## src/rtl/fetch_arbiter.sv

```systemverilog
// fetch_arbiter: shares the single memory bus between instruction fetch and
// data bursts requested by a later pipeline stage, and tracks which PC
// register pair is active across jumps.
//
// Three states: FETCH (bus fetches instructions), DATA (bus runs a burst of
// 1..2^LEN_W-1 cycles), RECOVER (one bubble cycle before fetch resumes).
// All outputs are flops loaded from the next-state decode, so no input has
// a combinational path to any output.
module fetch_arbiter #(
  parameter int LEN_W = 2
) (
  input  logic             i_clk,
  input  logic             i_reset,
  input  logic             i_data_req,
  input  logic             i_data_we,
  input  logic [LEN_W-1:0] i_data_len,
  input  logic             i_jump,
  output logic             o_bus_request,
  output logic             o_fetch_suppress,
  output logic             o_flag_pcraflip,
  output logic             o_load_bus,
  output logic             o_mem_oe,
  output logic             o_mem_we,
  output logic             o_data_ack,
  output logic             o_data_busy
);

  localparam logic [1:0] ST_FETCH   = 2'd0;
  localparam logic [1:0] ST_DATA    = 2'd1;
  localparam logic [1:0] ST_RECOVER = 2'd2;

  localparam logic [LEN_W-1:0] CNT_ZERO = '0;
  localparam logic [LEN_W-1:0] CNT_ONE  = LEN_W'(1);

  // State and latched burst fields
  logic [1:0]       r_state;
  logic [LEN_W-1:0] r_cnt;
  logic             r_we_lat;
  logic             r_pending;
  logic             r_flip;

  // Registered outputs
  logic r_bus_request;
  logic r_fetch_suppress;
  logic r_load_bus;
  logic r_mem_oe;
  logic r_mem_we;
  logic r_data_ack;
  logic r_data_busy;

  // Next-state values
  logic [1:0]       w_state_nxt;
  logic [LEN_W-1:0] w_cnt_nxt;
  logic             w_we_nxt;
  logic             w_pending_nxt;
  logic             w_flip_nxt;

  // Next-output decode
  logic w_bus_request_nxt;
  logic w_fetch_suppress_nxt;
  logic w_load_bus_nxt;
  logic w_mem_oe_nxt;
  logic w_mem_we_nxt;
  logic w_data_ack_nxt;
  logic w_data_busy_nxt;

  // Next-state logic: burst acceptance, countdown, jump deferral
  always_comb begin
    w_state_nxt   = r_state;
    w_cnt_nxt     = r_cnt;
    w_we_nxt      = r_we_lat;
    w_pending_nxt = r_pending;
    w_flip_nxt    = r_flip;
    case (r_state)
      ST_FETCH: begin
        if (i_jump) begin
          // Jump wins; a level-held data_req is picked up next cycle.
          w_flip_nxt = ~r_flip;
        end else if (i_data_req) begin
          w_state_nxt = ST_DATA;
          w_we_nxt    = i_data_we;
          if (i_data_len == CNT_ZERO) begin
            w_cnt_nxt = CNT_ONE;
          end else begin
            w_cnt_nxt = i_data_len;
          end
        end else begin
          w_state_nxt = ST_FETCH;
        end
      end
      ST_DATA: begin
        // Burst inputs are ignored here; only jump is remembered.
        if (i_jump) begin
          w_pending_nxt = 1'b1;
        end else begin
          w_pending_nxt = r_pending;
        end
        w_cnt_nxt = r_cnt - CNT_ONE;
        if (r_cnt <= CNT_ONE) begin
          w_state_nxt = ST_RECOVER;
        end else begin
          w_state_nxt = ST_DATA;
        end
      end
      ST_RECOVER: begin
        // Any number of jumps seen while busy collapse into one toggle.
        w_state_nxt   = ST_FETCH;
        w_pending_nxt = 1'b0;
        if (r_pending || i_jump) begin
          w_flip_nxt = ~r_flip;
        end else begin
          w_flip_nxt = r_flip;
        end
      end
      default: begin
        w_state_nxt   = ST_FETCH;
        w_cnt_nxt     = CNT_ZERO;
        w_we_nxt      = 1'b0;
        w_pending_nxt = 1'b0;
      end
    endcase
  end

  // Output decode from the state being entered, so the flops hold state outputs
  always_comb begin
    w_bus_request_nxt    = 1'b0;
    w_fetch_suppress_nxt = 1'b0;
    w_load_bus_nxt       = 1'b1;
    w_mem_oe_nxt         = 1'b1;
    w_mem_we_nxt         = 1'b0;
    w_data_ack_nxt       = 1'b0;
    w_data_busy_nxt      = 1'b0;
    case (w_state_nxt)
      ST_FETCH: begin
        w_bus_request_nxt    = 1'b0;
        w_fetch_suppress_nxt = 1'b0;
        w_load_bus_nxt       = 1'b1;
        w_mem_oe_nxt         = 1'b1;
        w_mem_we_nxt         = 1'b0;
        w_data_ack_nxt       = 1'b0;
        w_data_busy_nxt      = 1'b0;
      end
      ST_DATA: begin
        w_bus_request_nxt    = 1'b1;
        w_fetch_suppress_nxt = 1'b1;
        w_load_bus_nxt       = 1'b0;
        w_mem_oe_nxt         = ~w_we_nxt;
        w_mem_we_nxt         = w_we_nxt;
        w_data_ack_nxt       = (w_cnt_nxt == CNT_ONE);
        w_data_busy_nxt      = 1'b1;
      end
      ST_RECOVER: begin
        // Fetch stage inserts a NOP bubble: not suppressed, nothing loaded.
        w_bus_request_nxt    = 1'b1;
        w_fetch_suppress_nxt = 1'b0;
        w_load_bus_nxt       = 1'b0;
        w_mem_oe_nxt         = 1'b0;
        w_mem_we_nxt         = 1'b0;
        w_data_ack_nxt       = 1'b0;
        w_data_busy_nxt      = 1'b1;
      end
      default: begin
        w_bus_request_nxt    = 1'b0;
        w_fetch_suppress_nxt = 1'b0;
        w_load_bus_nxt       = 1'b1;
        w_mem_oe_nxt         = 1'b1;
        w_mem_we_nxt         = 1'b0;
        w_data_ack_nxt       = 1'b0;
        w_data_busy_nxt      = 1'b0;
      end
    endcase
  end

  // State, latched fields and output flops; reset aborts any burst in flight
  always_ff @(posedge i_clk) begin
    if (i_reset) begin
      r_state          <= ST_FETCH;
      r_cnt            <= CNT_ZERO;
      r_we_lat         <= 1'b0;
      r_pending        <= 1'b0;
      r_flip           <= 1'b0;
      r_bus_request    <= 1'b0;
      r_fetch_suppress <= 1'b0;
      r_load_bus       <= 1'b1;
      r_mem_oe         <= 1'b1;
      r_mem_we         <= 1'b0;
      r_data_ack       <= 1'b0;
      r_data_busy      <= 1'b0;
    end else begin
      r_state          <= w_state_nxt;
      r_cnt            <= w_cnt_nxt;
      r_we_lat         <= w_we_nxt;
      r_pending        <= w_pending_nxt;
      r_flip           <= w_flip_nxt;
      r_bus_request    <= w_bus_request_nxt;
      r_fetch_suppress <= w_fetch_suppress_nxt;
      r_load_bus       <= w_load_bus_nxt;
      r_mem_oe         <= w_mem_oe_nxt;
      r_mem_we         <= w_mem_we_nxt;
      r_data_ack       <= w_data_ack_nxt;
      r_data_busy      <= w_data_busy_nxt;
    end
  end

  assign o_bus_request    = r_bus_request;
  assign o_fetch_suppress = r_fetch_suppress;
  assign o_flag_pcraflip  = r_flip;
  assign o_load_bus       = r_load_bus;
  assign o_mem_oe         = r_mem_oe;
  assign o_mem_we         = r_mem_we;
  assign o_data_ack       = r_data_ack;
  assign o_data_busy      = r_data_busy;

endmodule

```

## config.mk

```make
export PLATFORM = sky130hd
export DESIGN_NAME = fetch_arbiter
export DESIGN_NICKNAME = d
export VERILOG_FILES = /design/src/rtl/fetch_arbiter.sv
export SDC_FILE = /design/constraint.sdc
export NUM_CORES = 1
export LEC_CHECK = 0
export ABC_AREA = 1
export BUFFER_PORTS_ARGS = -buffer_cell sky130_fd_sc_hd__buf_2
export CAP_MARGIN = 20
export CORE_UTILIZATION = 45
export DETAILED_ROUTE_END_ITERATION = 8
export PLACE_DENSITY = 0.72
export SETUP_SLACK_MARGIN = 0.15
export SYNTH_ARGS = -nofsm -noshare
export SYNTH_HDL_FRONTEND = slang
export SYNTH_SLANG_ARGS = --single-unit
```

## constraint.sdc

```tcl
create_clock -name i_clk -period 3.31 [get_ports i_clk]
set_input_delay 0.331 -clock i_clk [delete_from_list [all_inputs] [get_ports i_clk]]
set_output_delay 0.331 -clock i_clk [all_outputs]
set_load 0.005 [all_outputs]
```

==> impl_metrics.py <==
metrics = {
    "status": {
        "outcome": "finished, final reports clean",
    },
    "sta": {
        "max_freq_ghz": 0.606,
        "slew_viol_final": 0,
        "fin_crit_sh_pct": 49.8,
        "setup_viol": 0,
        "rsz0062_at_grt": "no",
        "tightest_slew_ns": 0.262,
        "hold_viol": 0,
        "maxSlewHeadroom_pct": 82.4,
        "post-route-min-period_ns": 1.65,
        "final.setup.tns_ns": 0,
        "fin_worst_skew_ns": 0.00764,
    },
    "clock_tree": {
        "cts_hold_buf": 0,
        "cts-root-buf": "clkbuf_4",
        "postCtsResizedCells": 0,
        "clock-sinks": 13,
        "cts_buffers": 3,
        "cts_tree": "yes",
        "worstSkewPairLatency_ns": 0.27,
        "clk_pin_slew_ns": 0.08,
        "cts_buffer_depth": 2,
        "htreeDepth": 1,
        "post-cts-setup-buffers": 0,
    },
    "finish": {
        "multi_input_area_um2": 312,
        "design_area_um2": 762,
        "drive_above_1_share_pct": 21.3,
        "fillCellCount": 132,
        "seqCellArea_um2": 260,
        "nets": 123,
        "n_antenna_cell": 0,
        "syn2layout_area_growth_pct": 16.4,
    },
    "global_routing": {
        "overflow": 0,
        "grt_pass1_vias": 452,
        "gr-usage-all-layers_pct": 16.6,
        "grt_max_degree": 8,
        "antenna_found_initial": 0,
        "grt_pass1_wl_mm": 1.71,
    },
    "detailed_routing": {
        "vias_per_cell": 4.66,
        "wl_mm": 1.11,
        "via_count": 573,
        "routedWlPerCell_um": 9.04,
        "postRouteAntennaNets": 0,
        "drc": 0,
        "drt_iter0_markers": 13,
        "dr.pass1.iters": 4,
    },
    "worst_hold_path": {
        "holdPathStages": 2,
        "hp-class": "in -> reg",
        "hold_path_end": "r_we_lat",
        "hp-start": "i_reset",
    },
    "power": {
        "p_leak_nw": 0.397,
        "power_frac_clock_pct": 27.4,
        "p_int_w": 0.000249,
        "p_sw_w": 0.000102,
        "p_comb_share_pct": 21.9,
        "switching_share_pct": 29.1,
        "seqPwrFrac_pct": 50.7,
        "ir_drop_mv": 0.258,
        "power_density_mw_per_mm2": 461,
    },
    "setup_path": {
        "crit_type": "reg -> reg",
        "path_buf_inv": 4,
        "startpoint_type": "register",
        "crit_path_end_kind": "register",
        "crit_family": "adder cells",
        "rr_endpoint": "o_data_ack",
        "required_ns": 3.48,
        "cp_max_fo": 7,
        "crit_chain": "inv_1 -> ha_1 -> inv_2 -> o21ai_2 -> nor2_2 -> inv_2 -> ha_1 -> inv_1 -> nor2_1 -> nand3_1 -> nor2_1",
        "r2r_start": "r_state[0]",
        "cpMaxStageDelayCell": "dfxtp_1",
        "arrival_ns": 1.82,
        "slowest_delay_ns": 0.38,
        "r2r_cells": 11,
        "rrSetupSlack_ns": 1.66,
    },
    "die": {
        "die_w_um": 40.1,
        "start_util_pct": 49.1,
        "row_count": 13,
        "ioPinCount": 15,
        "fp.dieH_um": 40.1,
        "coreArea_mm2": 0.00133,
        "die_area_mm2": 0.00161,
    },
    "yosys": {
        "yosysSeqAreaShare_pct": 39.8,
        "ys_seq_elements": 13,
        "synth_cell_type_count": 14,
        "yosysWarnings": 0,
        "netlist_area_um2": 654,
        "syn-num-nets": 105,
        "synthesis.instances": 91,
        "synth.avg_cell_area_um2": 7.19,
    },
    "placement": {
        "place_hpwl_um": 900,
        "place_congestion": 0.780,
        "port_buffers": 14,
        "placed_area_um2": 736,
    },
    "job": {
        "maxCapViolations": 0,
    },
}
==> metrics by stage <==
step                      setup WS, ns  hold WS (ns)  instances  util, %  power (W)
after global routing              1.49         0.294        123     57.1   0.000375
after detailed placement          1.66         0.455        119     55.2   0.000259
after global placement            1.68         0.451        119     55.2   0.000257
after CTS                         1.65         0.281        123     57.1   0.000355
after floorplan                   1.80         0.403         91        -   0.000236
final                             1.66         0.290        123     57.1   0.000351
==> cell usage after synthesis, drive strengths merged <==
cell type	instances	area [um2]
o21ai	5	28.8
nand2	15	58.8
nor3b	1	7.51
dfxtp	13	260
nand3	8	40.0
ha	7	87.6
buf	1	7.51
a21oi	6	30.0
nor2	15	58.8
inv	20	75.1
==> layout make-up <==
type / count / area share, %
Multi-Input combinational cell: 57 / 40.9
Tap cell: 15 / 2.46
Inverter: 20 / 9.85
Timing Repair Buffer: 14 / 9.20
Clock buffer: 4 / 3.45
Sequential cell: 13 / 34.2
==> flip-flops by register name, summed over array words and instances (netlist names) <==
name / cells
r_cnt: 2
o_load_bus: 1
r_we_lat: 1
o_data_ack: 1
r_state: 2
o_fetch_suppress: 1
r_pending: 1
o_data_busy: 1
o_mem_oe: 1
o_flag_pcraflip: 1
o_mem_we: 1
==> kinds of logic after synthesis <==
group | Yosys count | synth area share, %
simple gates | 39 | 25.2
buf+inv | 21 | 12.6
flops | 13 | 39.8
compound gates | 11 | 8.99
fa+ha+maj | 7 | 13.4
==> routing by layer <==
metal	part of all wire [%]	global-route usage, %
met2	45	26.2
met5	0	0
met1	45	19.5
met3	8.8	8.33
met4	0.81	5.17
==> cell usage in the layout (no fill, tap or decap) <==
cell type	Yosys	final
inv_1	17	17
nand2_1	14	14
nor2_1	14	14
buf_2	0	14
dfxtp_1	13	13
nand3_1	8	8
ha_1	7	7
a21oi_1	6	6
o21ai_0	4	4
inv_2	3	3
clkbuf_4	0	3
nor3b_1	1	1
nand2_2	1	1
o21ai_2	1	1
nor2_2	1	1
clkbuf_1	0	1
==> power groups by stage <==
stage                     sequential, W  combinational, W  clock [W]
after floorplan                0.000182         0.0000537          0
after global placement         0.000182         0.0000756          0
after detailed placement       0.000182         0.0000770          0
after CTS                      0.000178         0.0000774  0.0000995
after global routing           0.000180         0.0000896   0.000105
final                          0.000178         0.0000768  0.0000962
==> worst max path at each step <==
stage	start	end	slack, ns	cells past startpoint
global route	r_state[0]	o_data_ack	1.49	11
global placement	r_state[0]	o_data_ack	1.68	11
detailed placement	r_state[0]	o_data_ack	1.66	11
floorplan	r_state[0]	o_data_ack	1.80	11
finish	r_state[0]	o_data_ack	1.66	11
CTS	r_state[0]	o_data_ack	1.65	11
Power figures use the tool's default switching activity.
